### config.mk
export PLATFORM = sky130hd
export DESIGN_NAME = glow_envelope
export DESIGN_NICKNAME = d
export VERILOG_FILES = /design/src/rtl/glow_pkg.sv /design/src/rtl/glow_prescaler.sv /design/src/rtl/glow_envelope.sv
export SDC_FILE = /design/constraint.sdc
export NUM_CORES = 1
export LEC_CHECK = 0
export ABC_AREA = 1
export ABC_CLOCK_PERIOD_IN_PS = 3580
export CORE_ASPECT_RATIO = 1.4
export CORE_UTILIZATION = 45
export DETAILED_ROUTE_END_ITERATION = 10
export DONT_BUFFER_PORTS = 1
export SYNTH_ARGS = -nofsm -noshare
export SYNTH_HDL_FRONTEND = slang
export SYNTH_HIERARCHICAL = 1
export SYNTH_SLANG_ARGS = --single-unit
### constraint.sdc
create_clock -name i_clk -period 3.58 [get_ports i_clk]
set_input_delay 0.358 -clock i_clk [delete_from_list [all_inputs] [get_ports i_clk]]
set_output_delay 0.358 -clock i_clk [all_outputs]
set_load 0.05 [all_outputs]
### src/rtl/glow_pkg.sv
// Shared definitions for the LED glow envelope path: state encoding and level range.
package glow_pkg;

    typedef enum logic [2:0] {
        ST_IDLE    = 3'd0,
        ST_RISE    = 3'd1,
        ST_HOLD_HI = 3'd2,
        ST_FALL    = 3'd3,
        ST_HOLD_LO = 3'd4
    } glow_state_t;

    function automatic int level_max(input int width);
        return (1 << width) - 1;
    endfunction

endpackage

### src/rtl/glow_prescaler.sv
// Step prescaler: ticks once every div+1 clocks; restart makes the current cycle count as zero.
// The >= compare lets a divisor lowered mid-count fire on the next cycle instead of wrapping.
module glow_prescaler #(
    parameter int DIV_W = 16
) (
    input  logic             i_clk,
    input  logic             i_rst,
    input  logic [DIV_W-1:0] i_div,
    input  logic             i_restart,
    output logic             o_tick
);

    logic [DIV_W-1:0] r_pc;
    logic [DIV_W-1:0] w_pc;

    // restart is raised for the first cycle after a state change, so the
    // count restarts from zero exactly at the edge the state changed.
    assign w_pc   = i_restart ? '0 : r_pc;
    assign o_tick = (w_pc >= i_div);

    always_ff @(posedge i_clk or posedge i_rst) begin
        if (i_rst) begin
            r_pc <= '0;
        end else if (o_tick) begin
            r_pc <= '0;
        end else begin
            r_pc <= w_pc + 1'b1;
        end
    end

endmodule

### src/rtl/glow_envelope.sv
// Brightness envelope FSM: ramps LEVEL up, holds, ramps down, holds off, repeating while enabled.
// Dropping ENABLE fades out from the current level and parks in IDLE.
module glow_envelope
    import glow_pkg::*;
#(
    parameter int LEVEL_W = 5,
    parameter int DIV_W   = 16,
    parameter int HOLD_W  = 8
) (
    input  logic               i_clk,
    input  logic               i_rst,
    input  logic               i_enable,
    input  logic [DIV_W-1:0]   i_rise_div,
    input  logic [DIV_W-1:0]   i_fall_div,
    input  logic [HOLD_W-1:0]  i_hold_high,
    input  logic [HOLD_W-1:0]  i_hold_low,
    output logic [LEVEL_W-1:0] o_level,
    output logic               o_level_stb,
    output logic [2:0]         o_state,
    output logic               o_cycle_done
);

    localparam logic [LEVEL_W-1:0] LVL_MAX = LEVEL_W'(level_max(LEVEL_W));
    localparam logic [LEVEL_W-1:0] LVL_ONE = LEVEL_W'(1);

    glow_state_t         r_state;
    logic [LEVEL_W-1:0]  r_level;
    logic                r_level_stb;
    logic                r_cycle_done;
    logic                r_restart;
    logic                r_fading;
    logic [HOLD_W-1:0]   r_hc;

    logic [DIV_W-1:0]    w_div;
    logic                w_tick;
    logic                w_hold_hi_done;
    logic                w_hold_lo_done;

    assign w_div = (r_state == ST_FALL || r_state == ST_HOLD_LO) ? i_fall_div : i_rise_div;

    assign w_hold_hi_done = ({1'b0, r_hc} + 1'b1) >= {1'b0, i_hold_high};
    assign w_hold_lo_done = ({1'b0, r_hc} + 1'b1) >= {1'b0, i_hold_low};

    glow_prescaler #(.DIV_W(DIV_W)) u_prescaler (
        .i_clk     (i_clk),
        .i_rst     (i_rst),
        .i_div     (w_div),
        .i_restart (r_restart),
        .o_tick    (w_tick)
    );

    // Every transition raises r_restart and clears r_hc so each state starts a fresh step count.
    always_ff @(posedge i_clk or posedge i_rst) begin
        if (i_rst) begin
            r_state      <= ST_IDLE;
            r_level      <= '0;
            r_level_stb  <= 1'b0;
            r_cycle_done <= 1'b0;
            r_restart    <= 1'b0;
            r_fading     <= 1'b0;
            r_hc         <= '0;
        end else begin
            r_level_stb  <= 1'b0;
            r_cycle_done <= 1'b0;
            r_restart    <= 1'b0;
            case (r_state)
                ST_IDLE: begin
                    r_level  <= '0;
                    r_fading <= 1'b0;
                    if (i_enable) begin
                        r_state   <= ST_RISE;
                        r_restart <= 1'b1;
                        r_hc      <= '0;
                    end
                end
                ST_RISE: begin
                    if (!i_enable) begin
                        r_fading  <= 1'b1;
                        r_state   <= (r_level == '0) ? ST_IDLE : ST_FALL;
                        r_restart <= 1'b1;
                        r_hc      <= '0;
                    end else if (w_tick) begin
                        if (r_level != LVL_MAX) begin
                            r_level     <= r_level + 1'b1;
                            r_level_stb <= 1'b1;
                        end
                        if (r_level >= LVL_MAX - 1'b1) begin
                            r_state   <= (i_hold_high == '0) ? ST_FALL : ST_HOLD_HI;
                            r_restart <= 1'b1;
                            r_hc      <= '0;
                        end
                    end
                end
                ST_HOLD_HI: begin
                    if (!i_enable) begin
                        r_fading  <= 1'b1;
                        r_state   <= ST_FALL;
                        r_restart <= 1'b1;
                        r_hc      <= '0;
                    end else if (w_tick) begin
                        if (w_hold_hi_done) begin
                            r_state   <= ST_FALL;
                            r_restart <= 1'b1;
                            r_hc      <= '0;
                        end else begin
                            r_hc <= r_hc + 1'b1;
                        end
                    end
                end
                ST_FALL: begin
                    // Once a fade-out has begun, a re-asserted ENABLE must not resume the cycle.
                    if (!i_enable) begin
                        r_fading <= 1'b1;
                    end
                    if (w_tick) begin
                        if (r_level != '0) begin
                            r_level     <= r_level - 1'b1;
                            r_level_stb <= 1'b1;
                        end
                        if (r_level <= LVL_ONE) begin
                            r_cycle_done <= 1'b1;
                            r_restart    <= 1'b1;
                            r_hc         <= '0;
                            if (!i_enable || r_fading) begin
                                r_state <= ST_IDLE;
                            end else if (i_hold_low == '0) begin
                                r_state <= ST_RISE;
                            end else begin
                                r_state <= ST_HOLD_LO;
                            end
                        end
                    end
                end
                ST_HOLD_LO: begin
                    if (!i_enable) begin
                        r_state   <= ST_IDLE;
                        r_restart <= 1'b1;
                        r_hc      <= '0;
                    end else if (w_tick) begin
                        if (w_hold_lo_done) begin
                            r_state   <= ST_RISE;
                            r_restart <= 1'b1;
                            r_hc      <= '0;
                        end else begin
                            r_hc <= r_hc + 1'b1;
                        end
                    end
                end
                default: begin
                    r_state   <= ST_IDLE;
                    r_level   <= '0;
                    r_restart <= 1'b1;
                    r_hc      <= '0;
                end
            endcase
        end
    end

    assign o_level      = r_level;
    assign o_level_stb  = r_level_stb;
    assign o_state      = r_state;
    assign o_cycle_done = r_cycle_done;

endmodule

==> out/metrics.yaml, run 1 <==
global_route:
  grt_overflow: 0
  grt_pass1_wl_um: 13590
  grt_pass1_vias: 3074
  antenna_found_initial: 0
  grt_use_total_pct: 20.61
  grt_max_degree: 21
floorplanning:
  die_y_um: 107.3
  start_util_pct: 46.26
  die_area_um2: 8283
  num_rows: 38
  die_w_um: 77.21
  io_pins: 61
  core-area_um2: 7702
yosys:
  yosys_warnings: 6
  synth_compound_area_share_pct: 7.830
  syn_area_um2: 3563
  synth_fa_ha_area_share_pct: 13.69
  synth_top_family_by_area: "simple AND/OR/NAND/NOR gates"
  synth_seq_cells: 36
  synthXorXnorAreaFrac_pct: 2.704
  synth_cells: 495
  syn_area_per_cell_um2: 7.199
  synth_seq_area_share_pct: 25.28
  yosys.area.top_type: "dfrtp_1"
  synth-simple-area-share_pct: 35.15
  yosysTopAreaCellShare_pct: 25.28
  ys_types: 36
  synth_nets: 585
  synthMuxAreaShare_pct: 5.056
  ys_top_cells_by_area: "dfrtp_1 25%, ha_1 14%, nand2_1 11%"
drt:
  routed_via_density: 5.102
  drc: 0
  first_pass_iters: 4
  vias: 3087
  ant_nets: 0
  wl_um: 7856
  drtIter0Drc: 137
  wl_per_cell_um: 12.99
clocking:
  htreeDepth: 2
  numClockSinks: 36
  cts_root_buffer: "clkbuf_8"
  clock_latency_ns: 0.29
  cts_buffer_depth: 2
  cts_resized: 0
  cts_setup_buffers: 0
  cts_tree: "built"
  clk_pin_slew_ns: 0.08
  cts_hold_buf: 0
  numCtsBuffers: 5
power_and_ir_drop:
  power_density_nw_per_um2: 541.2
  cellLeakagePower_nw: 2.092
  total_power_mw: 2.075
  ir_drop_mv: 0.4769
placement:
  pre_cts_ws_ns: 0.1118
  io_buffers: 0
  gp_congestion: 0.8843
  dp_hpwl_um: 6301
  dp.cells: 597
layout:
  syn2layout_area_growth_pct: 7.619
  nFillCells: 822
  fin_cells: 605
  layout_common_cells: "109 x nand2_1, 81 x inv_1, 58 x nor2_1, 39 x ha_1, 34 x dfrtp_1"
  final_core_util_pct: 49.79
  nets: 594
  antennaDiodeCount: 0
  layout_commonest_cell: "nand2_1"
  drive_above_1_share_pct: 16.04
timing:
  fin_ws_ns: 0.3114
  worst_slew_pin_slew_ns: 0.8174
  final.setup_skew_ns: 0.009826
  hold_violations: 0
  finalCriticalPeriod_ns: 3.269
  setup_violations: 0
  fmax_ghz: 0.3059
  finalMaxSlewViolations: 0
  tns_ns: 0
  period_share_pct: 91.30
  maxSlewHeadroom_pct: 45.45
critical_path:
  cp.required_ns: 3.82
  reg2reg_depth: 22
  endpoint_kind: "register"
  start_kind: "register"
  cp.arrival_ns: 3.51
  worstPathMaxFanout: 16
  path_class: "register to register"
min_path:
  hold_class: "primary input to async pin"
job:
  drv_cap: 0
outcome:
  outcome: "complete, no violations"
==> per-layer routing <==
| metal | track usage, % | share of wire (%) | vias up | wire, um |
|---|---|---|---|---|
| met5 | 0 | 0 | - | 0 |
| met4 | 7.951 | 2.2 | 0 | 170 |
| met3 | 2.542 | 3.0 | 13 | 237 |
| met2 | 39.51 | 53 | 66 | 4129 |
| met1 | 22.68 | 42 | 1409 | 3319 |
| li1 | - | - | 1599 | - |
==> path summary, 6_finish.rpt <==
path | start | endpoint | slack, ns
worst min register to register | r_hc[1] | r_hc[1] | 0.53
max in group asynchronous | i_rst | o_state[2] | 2.91
worst min-delay path | i_rst | u_prescaler/r_pc[7] | 0.03
worst max-delay path | o_state[2] | r_hc[7] | 0.31
worst max register to register | o_state[2] | r_hc[7] | 0.31
min in group i_clk | i_enable | r_fading | 0.43
==> area by class of cell <==
cell class | instances | area, um^2 | area share, %
tap | 100 | 125.1 | 3.263
clock inverter | 2 | 35.03 | 0.9135
timing repair buffer | 6 | 45.04 | 1.175
clock buffer | 6 | 72.57 | 1.892
inverter | 89 | 334.1 | 8.711
sequential | 36 | 903.4 | 23.56
multi-input combinational | 366 | 2320 | 60.49
==> per-stage QoR <==
stage	instance area, um^2	hold slack, ns
2_1_floorplan	3566	0.2717
3_3_place_gp	3704	0.3710
3_5_place_dp	3704	0.3771
4_1_cts	3811	0.05856
5_1_grt	3835	0.07775
6_report	3835	0.03478
==> synth_stat cells (all sizes together) <==
cell / n
o21a: 1
dfrtp: 36
a31oi: 1
o22ai: 3
o21ai: 17
mux2: 16
xor2: 8
a21o: 2
nand3: 34
ha: 39
a22oi: 2
and2: 1
inv: 89
nor4: 1
xnor2: 3
o211ai: 1
o31ai: 1
nor3: 6
a21oi: 18
nand4: 11
or2: 2
nand2: 126
buf: 4
nor2: 73
==> power by group <==
part / total (mW) / switching (mW) / internal (mW)
combinational: 1.07 / 0.695 / 0.374
sequential: 0.645 / 0.169 / 0.475
clock: 0.362 / 0.156 / 0.207
==> registers in the layout, indices dropped and copies added (netlist names) <==
name              cells
o_cycle_done          1
r_hc                  8
r_restart             1
o_level               5
r_fading              1
u_prescaler/r_pc     16
o_state               3
o_level_stb           1
==> cell families after synthesis <==
family                   Yosys count
AO/OA/AOI/OAI                     46
XOR/XNOR                          11
adder cells (fa/ha/maj)           39
buffers and inverters             93
flip-flops                        36
multiplexers                      16
AND/OR/NAND/NOR                  254
==> critical path, stage by stage (launching register included) <==
cell	delay [ns]
dfrtp_2	0.45
inv_2	0.13
nand2_2	0.10
inv_2	0.09
nand2_4	0.07
nand2_8	0.13
mux2_2	0.35
ha_1	0.27
nand2_1	0.04
nor2_1	0.07
nor2_1	0.04
nand2_1	0.06
nand2_1	0.05
nand2_1	0.09
nand2_1	0.07
nand2_2	0.09
nand3_1	0.08
or2_2	0.32
nand2_2	0.09
nand3_4	0.16
a21oi_4	0.28
nand3_1	0.12
nand2_1	0.07
No activity file was read; power rests on OpenSTA's default activity.
==> run 2, diff against run 1 <==
Settings changed: CORE_UTILIZATION 45 to 50, PLACE_DENSITY set to 0.68.
==> run 2 against run 1 <==
- fmax up 1.8%
- clock power up 9.1%
- highest routed layer unchanged
- utilization up 5.7 points
- global-route usage up 2.1 points
- cell count down 0.83%
==> out/metrics.yaml, run 2 (synthesis results as in run 1) <==
outcome:
  outcome: "complete, no violations"
global_route:
  grt_pass1_vias: 3059  # -0.49%
  grt_overflow: 0  # unchanged
  grt_max_degree: 21  # unchanged
  grt_use_total_pct: 22.74  # +2.1 points
  antenna_found_initial: 0  # unchanged
  grt_pass1_wl_um: 13140  # -3.4%
clocking:
  cts_buffer_depth: 2  # unchanged
  htreeDepth: 2  # unchanged
  numClockSinks: 36  # unchanged
  clk_pin_slew_ns: 0.08  # about the same
  cts_setup_buffers: 0  # unchanged
  clock_latency_ns: 0.29  # about the same
  cts_root_buffer: "clkbuf_8"
  numCtsBuffers: 5  # unchanged
  cts_tree: "built"
critical_path:
  cp.required_ns: 3.81  # about the same
  cp_slowest_cell: "dfrtp_2"
  cp_num_buf_inv: 2  # unchanged
  start_kind: "register"
  max_stage_delay_ns: 0.41  # -0.04 ns
  cp.arrival_ns: 3.45  # -0.06 ns
  path_cells: "inv_2 -> nand2_2 -> inv_2 -> nand2_4 -> nand2_8 -> mux2_2 -> ha_1 -> nand2_1 -> nor2_1 -> nor2_1 -> nand2_1 -> nand2_1 -> nand2_1 -> nand2_1 -> nand2_2 -> nand3_1 -> or2_2 -> nand2_2 -> nand3_4 -> a21oi_4 -> nand3_1 -> nand2_1"
  path_class: "register to register"
  worstPathMaxFanout: 16  # unchanged
  path_common_cell: "nand2_1"
  critical_path.top_delay_family: "simple AND/OR/NAND/NOR gates"
  endpoint_kind: "register"
drt:
  first_pass_iters: 5  # +1
  drc: 0  # unchanged
  wl_um: 7730  # -1.6%
  vias: 3159  # +2.3%
  ant_nets: 0  # unchanged
  drtIter0Drc: 218  # +59%
  routed_via_density: 5.265  # +3.2%
  wl_per_cell_um: 12.88  # -0.78%
layout:
  antennaDiodeCount: 0  # unchanged
  syn2layout_area_growth_pct: 7.970
  multi_input_area_um2: 2320  # unchanged
  top_register: "u_prescaler/r_pc"
  layout_commonest_cell: "nand2_1"
  layout_common_cells: "109 x nand2_1, 81 x inv_1, 58 x nor2_1, 39 x ha_1, 34 x dfrtp_1"
  nFillCells: 716  # -13%
  largest_reg_flops: 16  # unchanged
  seq_area_um2: 903.4  # unchanged
  fin_cells: 600  # -0.83%
  drive_above_1_share_pct: 16.24  # +0.20 points
  fin_area_um2: 3847  # +0.33%
  nets: 594  # unchanged
timing:
  tns_ns: 0  # unchanged
  finalMaxSlewViolations: 0  # unchanged
  worst_slew_pin_slew_ns: 0.7608  # -0.05655 ns
  maxSlewHeadroom_pct: 49.22  # +3.8 points
  rsz0062_at_grt: "no"
  hold_violations: 0  # unchanged
  final.setup_skew_ns: 0.007763  # -0.002063 ns
  finalCriticalPeriod_ns: 3.211  # -0.05792 ns
  setup_violations: 0  # unchanged
  fmax_ghz: 0.3115  # +1.8%
  period_share_pct: 89.68  # -1.6 points
placement:
  gp_congestion: 0.9308  # +5.3%
  dp.cells: 592  # -0.84%
  io_buffers: 0  # unchanged
  place_area_um2: 3697  # -0.17%
  dp_hpwl_um: 6398  # +1.5%
floorplanning:
  core-area_um2: 6937  # -9.9%
  die_w_um: 73.35  # -5.0%
  num_rows: 36  # -5.3%
  die_y_um: 101.9  # -5.0%
  die_area_um2: 7473  # -9.8%
  start_util_pct: 51.37  # +5.1 points
  io_pins: 61  # unchanged
job:
  drv_cap: 0  # unchanged
power_and_ir_drop:
  cellLeakagePower_nw: 2.102  # +0.47%
  ir_drop_mv: 0.6201  # +30%
  power_density_nw_per_um2: 547.2  # +1.1%
min_path:
  hold_class: "primary input to async pin"
[run 2: cell types whose count changed in the layout (fill, tap and decap cells not counted)]
| cell | delta |
|---|---|
| clkinv_2 | -1 |
| clkbuf_1 | -1 |
| clkbuf_8 | +2 |
[run 2: worst paths after layout]
path | startpoint | end | slack (ns) | cells after the start
worst max-delay path | o_state[2] | r_hc[4] | 0.37 | 22
worst min-delay path | i_rst | u_prescaler/r_pc[1] | 0.02 | 1
worst max register to register | o_state[2] | r_hc[4] | 0.37 | 22
worst min register to register | r_hc[7] | r_hc[7] | 0.53 | 2
max in group asynchronous | i_rst | o_state[2] | 2.97 | 1
min in group i_clk | i_enable | r_fading | 0.44 | 3
[run 2: final cells by class]
class	count	share of cell area (%)
inverters	89	8.683
clock inverters	1	0.7805
repair buffers	6	1.171
multi-input cells	366	60.29
flip-flops and latches	36	23.48
clock buffers	7	2.504
well taps	95	3.089
[run 2: power breakdown]
group	total, mW	switching, mW	leakage, nW	internal [mW]
Clock	0.395	0.150	0.0645	0.246
Combinational	1.07	0.695	1.55	0.376
Sequential	0.638	0.162	0.483	0.476
Total	2.11	1.01	2.10	1.10
[run 2: layer usage]
layer / share of wire (%) / global-route usage [%]
met5: 0 / 0
met4: 1.7 / 7.988
met3: 4.0 / 2.564
met2: 54 / 44.09
met1: 40 / 25.08
[run 2: metrics by stage]
step | utilization [%] | setup WS, ns | total power, mW | hold slack (ns)
6_report | 55.47 | 0.3693 | 2.105 | 0.02178
4_1_cts | 55.12 | 0.1460 | 2.100 | 0.04782
5_1_grt | 55.47 | 0.03497 | 2.277 | 0.07612
3_3_place_gp | 53.30 | 0.2434 | 1.672 | 0.3701
3_5_place_dp | 53.30 | 0.1631 | 1.700 | 0.3653
2_1_floorplan | - | 0.007639 | 1.491 | 0.2717
[run 2: worst reg2reg max path, cell delays in order (launching register included)]
cell and delay [ns]:
dfrtp_2 0.41, inv_2 0.11, nand2_2 0.09, inv_2 0.08, nand2_4 0.10, nand2_8 0.15
mux2_2 0.36, ha_1 0.27, nand2_1 0.04, nor2_1 0.08, nor2_1 0.05, nand2_1 0.06
nand2_1 0.05, nand2_1 0.08, nand2_1 0.07, nand2_2 0.09, nand3_1 0.07, or2_2 0.32
nand2_2 0.08, nand3_4 0.15, a21oi_4 0.26, nand3_1 0.11, nand2_1 0.07
[run 2: what timing repair did]
| action | in CTS | in global routing |
|---|---|---|
| endpoints found under the setup margin | 0 | 17 |
| gates resized for setup | 0 | 4 |
| hold buffers | 0 | 0 |
==> run 3, diff against run 2 <==
Settings changed: HOLD_SLACK_MARGIN set to 0.06.
==> run 3 against run 2 <==
- cell count grew 0.17%
- total power is essentially flat
- via count shrank 0.41%
- largest cell class unchanged
- combinational power is essentially flat
- highest routed layer unchanged
- flip-flop and latch count is the same
- clock-buffer cell count is the same
- routed wire length shrank 0.38%
- clock power is essentially flat
- global-route usage is the same
- sequential share of layout area shrank 0.061 points
- critical path depth is the same
==> out/metrics.yaml, run 3 (synthesis results as in run 1) <==
job:
  drv_cap: 0  # unchanged
clocking:
  numCtsBuffers: 5  # unchanged
  numClockSinks: 36  # unchanged
  cts_root_buffer: "clkbuf_8"
  htreeDepth: 2  # unchanged
  cts_setup_buffers: 0  # unchanged
  cts_tree: "built"
  clk_pin_slew_ns: 0.07  # about the same
  clock_latency_ns: 0.29  # about the same
  cts_buffer_depth: 2  # unchanged
critical_path:
  start_kind: "register"
  path_class: "register to register"
  worstSetupStartpoint: "o_state[2]"
  cp.required_ns: 3.82  # about the same
  crit-reg2reg-launch: "o_state[2]"
  cp.arrival_ns: 3.46  # about the same
  endpoint_kind: "register"
  worstPathMaxFanout: 16  # unchanged
drt:
  first_pass_iters: 5  # unchanged
  drc: 0  # unchanged
  wl_um: 7701  # -0.38%
  vias: 3146  # -0.41%
  ant_nets: 0  # unchanged
  routed_via_density: 5.235  # -0.58%
  wl_per_cell_um: 12.81  # -0.54%
  drtIter0Drc: 237  # +8.7%
global_route:
  grt.busiest_layer: "met2"
  grt_max_degree: 21  # unchanged
  met1_usage_pct: 25.08  # unchanged
  use_met3_pct: 2.564  # unchanged
  grt_overflow: 0  # unchanged
  grt_use_met2_pct: 44.09  # unchanged
  antenna_found_initial: 0  # unchanged
  grt_use_total_pct: 22.74  # unchanged
  grt_pass1_wl_um: 13140  # unchanged
  grt_pass1_vias: 3059  # unchanged
floorplanning:
  core-area_um2: 6937  # unchanged
  start_util_pct: 51.37  # unchanged
  die_w_um: 73.35  # unchanged
  num_rows: 36  # unchanged
  die_y_um: 101.9  # unchanged
  io_pins: 61  # unchanged
  die_area_um2: 7473  # unchanged
timing:
  finalMaxSlewViolations: 0  # unchanged
  hold_violations: 0  # unchanged
  final.setup_skew_ns: 0.006081  # -0.001682 ns
  fmax_ghz: 0.3105  # -0.30%
  period_share_pct: 89.95  # +0.27 points
  maxSlewHeadroom_pct: 47.88  # -1.3 points
  setup_violations: 0  # unchanged
  worst_slew_pin_slew_ns: 0.7809  # +0.02004 ns
  holdWs_ns: 0.09382  # +0.07204 ns
  fin_ws_ns: 0.3596  # -0.009727 ns
  tns_ns: 0  # unchanged
  rsz0062_at_grt: "no"
  finalCriticalPeriod_ns: 3.220  # +0.009727 ns
layout:
  fin_cells: 601  # +0.17%
  nFillCells: 715  # -0.14%
  syn2layout_area_growth_pct: 8.251
  layout_common_cells: "109 x nand2_1, 81 x inv_1, 58 x nor2_1, 39 x ha_1, 34 x dfrtp_1"
  antennaDiodeCount: 0  # unchanged
  drive_above_1_share_pct: 16.21  # -0.032 points
  layout_commonest_cell: "nand2_1"
  largest_reg_flops: 16  # unchanged
  top_register: "u_prescaler/r_pc"
  nets: 595  # +0.17%
power_and_ir_drop:
  swShare_pct: 47.80  # -0.064 points
  p_int_mw: 1.098  # about the same
  ir_drop_mv: 0.6208  # +0.12%
  net-switching-power_mw: 1.005  # -0.20%
  total_power_mw: 2.104  # about the same
  cellLeakagePower_nw: 2.106  # +0.20%
  power_density_nw_per_um2: 545.4  # -0.33%
  seqPwrFrac_pct: 30.3  # about the same
  pwr-share-clk_pct: 18.8  # about the same
  combPwrFrac_pct: 50.9  # about the same
placement:
  pre_cts_ws_ns: 0.1631  # unchanged
  io_buffers: 0  # unchanged
  gp_congestion: 0.9308  # unchanged
  dp.cells: 592  # unchanged
  dp_hpwl_um: 6398  # unchanged
min_path:
  hold_class: "primary input to async pin"
outcome:
  outcome: "complete, no violations"
## run 3: cell types whose count changed in the layout (fill, tap and decap cells not counted)
cell	delta
dlygate4sd3_1	+1
## run 3: repair_timing
item                                    CTS  global route
endpoints found under the hold margin    16             0
resized for setup                         0             4
hold buffers                              1             0
endpoints found under the setup margin    0            17
## run 3: path summary, 6_finish.rpt
check                      cells after the start             endpoint  slack [ns]
setup / recovery                              22              r_hc[4]        0.36
hold / removal                                 1           o_level[2]        0.09
setup reg to reg                              22              r_hc[4]        0.36
hold reg to reg                                2              r_hc[1]        0.53
max in group asynchronous                      2  u_prescaler/r_pc[8]        2.60
min in group i_clk                             3             r_fading        0.44
## run 3: per-layer routing
metal  share of wire [%]  vias up
met3                 4.0       13
met4                 1.8        0
met2                  54       95
li1                    -     1597
met1                  41     1441
met5                   0        -
## run 3: area by class of cell
cell class	instances	area, um^2	share of cell area, %
clock inverter	1	30.03	0.7785
clock buffer	7	96.34	2.498
sequential	36	903.4	23.42
tap	95	118.9	3.081
multi-input combinational	366	2320	60.14
inverter	89	334.1	8.660
timing repair buffer	7	55.05	1.427
## run 3: power groups by stage
| stage | Clock [mW] | Combinational [mW] | Sequential (mW) |
|---|---|---|---|
| 6_report | 0.395 | 1.07 | 0.638 |
| 3_3_place_gp | 0 | 1.03 | 0.642 |
| 3_5_place_dp | 0 | 1.06 | 0.643 |
| 2_1_floorplan | 0 | 0.825 | 0.666 |
| 4_1_cts | 0.401 | 1.06 | 0.635 |
| 5_1_grt | 0.418 | 1.21 | 0.650 |
## run 3: critical path, cell delays in order, from the launching register on
cell     delay, ns
dfrtp_2       0.41
inv_2         0.11
nand2_2       0.09
inv_2         0.08
nand2_4       0.10
nand2_8       0.15
mux2_2        0.35
ha_1          0.27
nand2_1       0.04
nor2_1        0.08
nor2_1        0.05
nand2_1       0.06
nand2_1       0.05
nand2_1       0.08
nand2_1       0.07
nand2_2       0.09
nand3_1       0.07
or2_2         0.32
nand2_2       0.08
nand3_4       0.15
a21oi_4       0.26
nand3_1       0.11
nand2_1       0.07
## run 3: per-stage QoR
stage                     utilization [%]  area (um^2)
after floorplan                         -         3566
after global placement              53.30         3697
after detailed placement            53.30         3697
after CTS                           55.27         3834
after global routing                55.61         3857
final                               55.61         3857
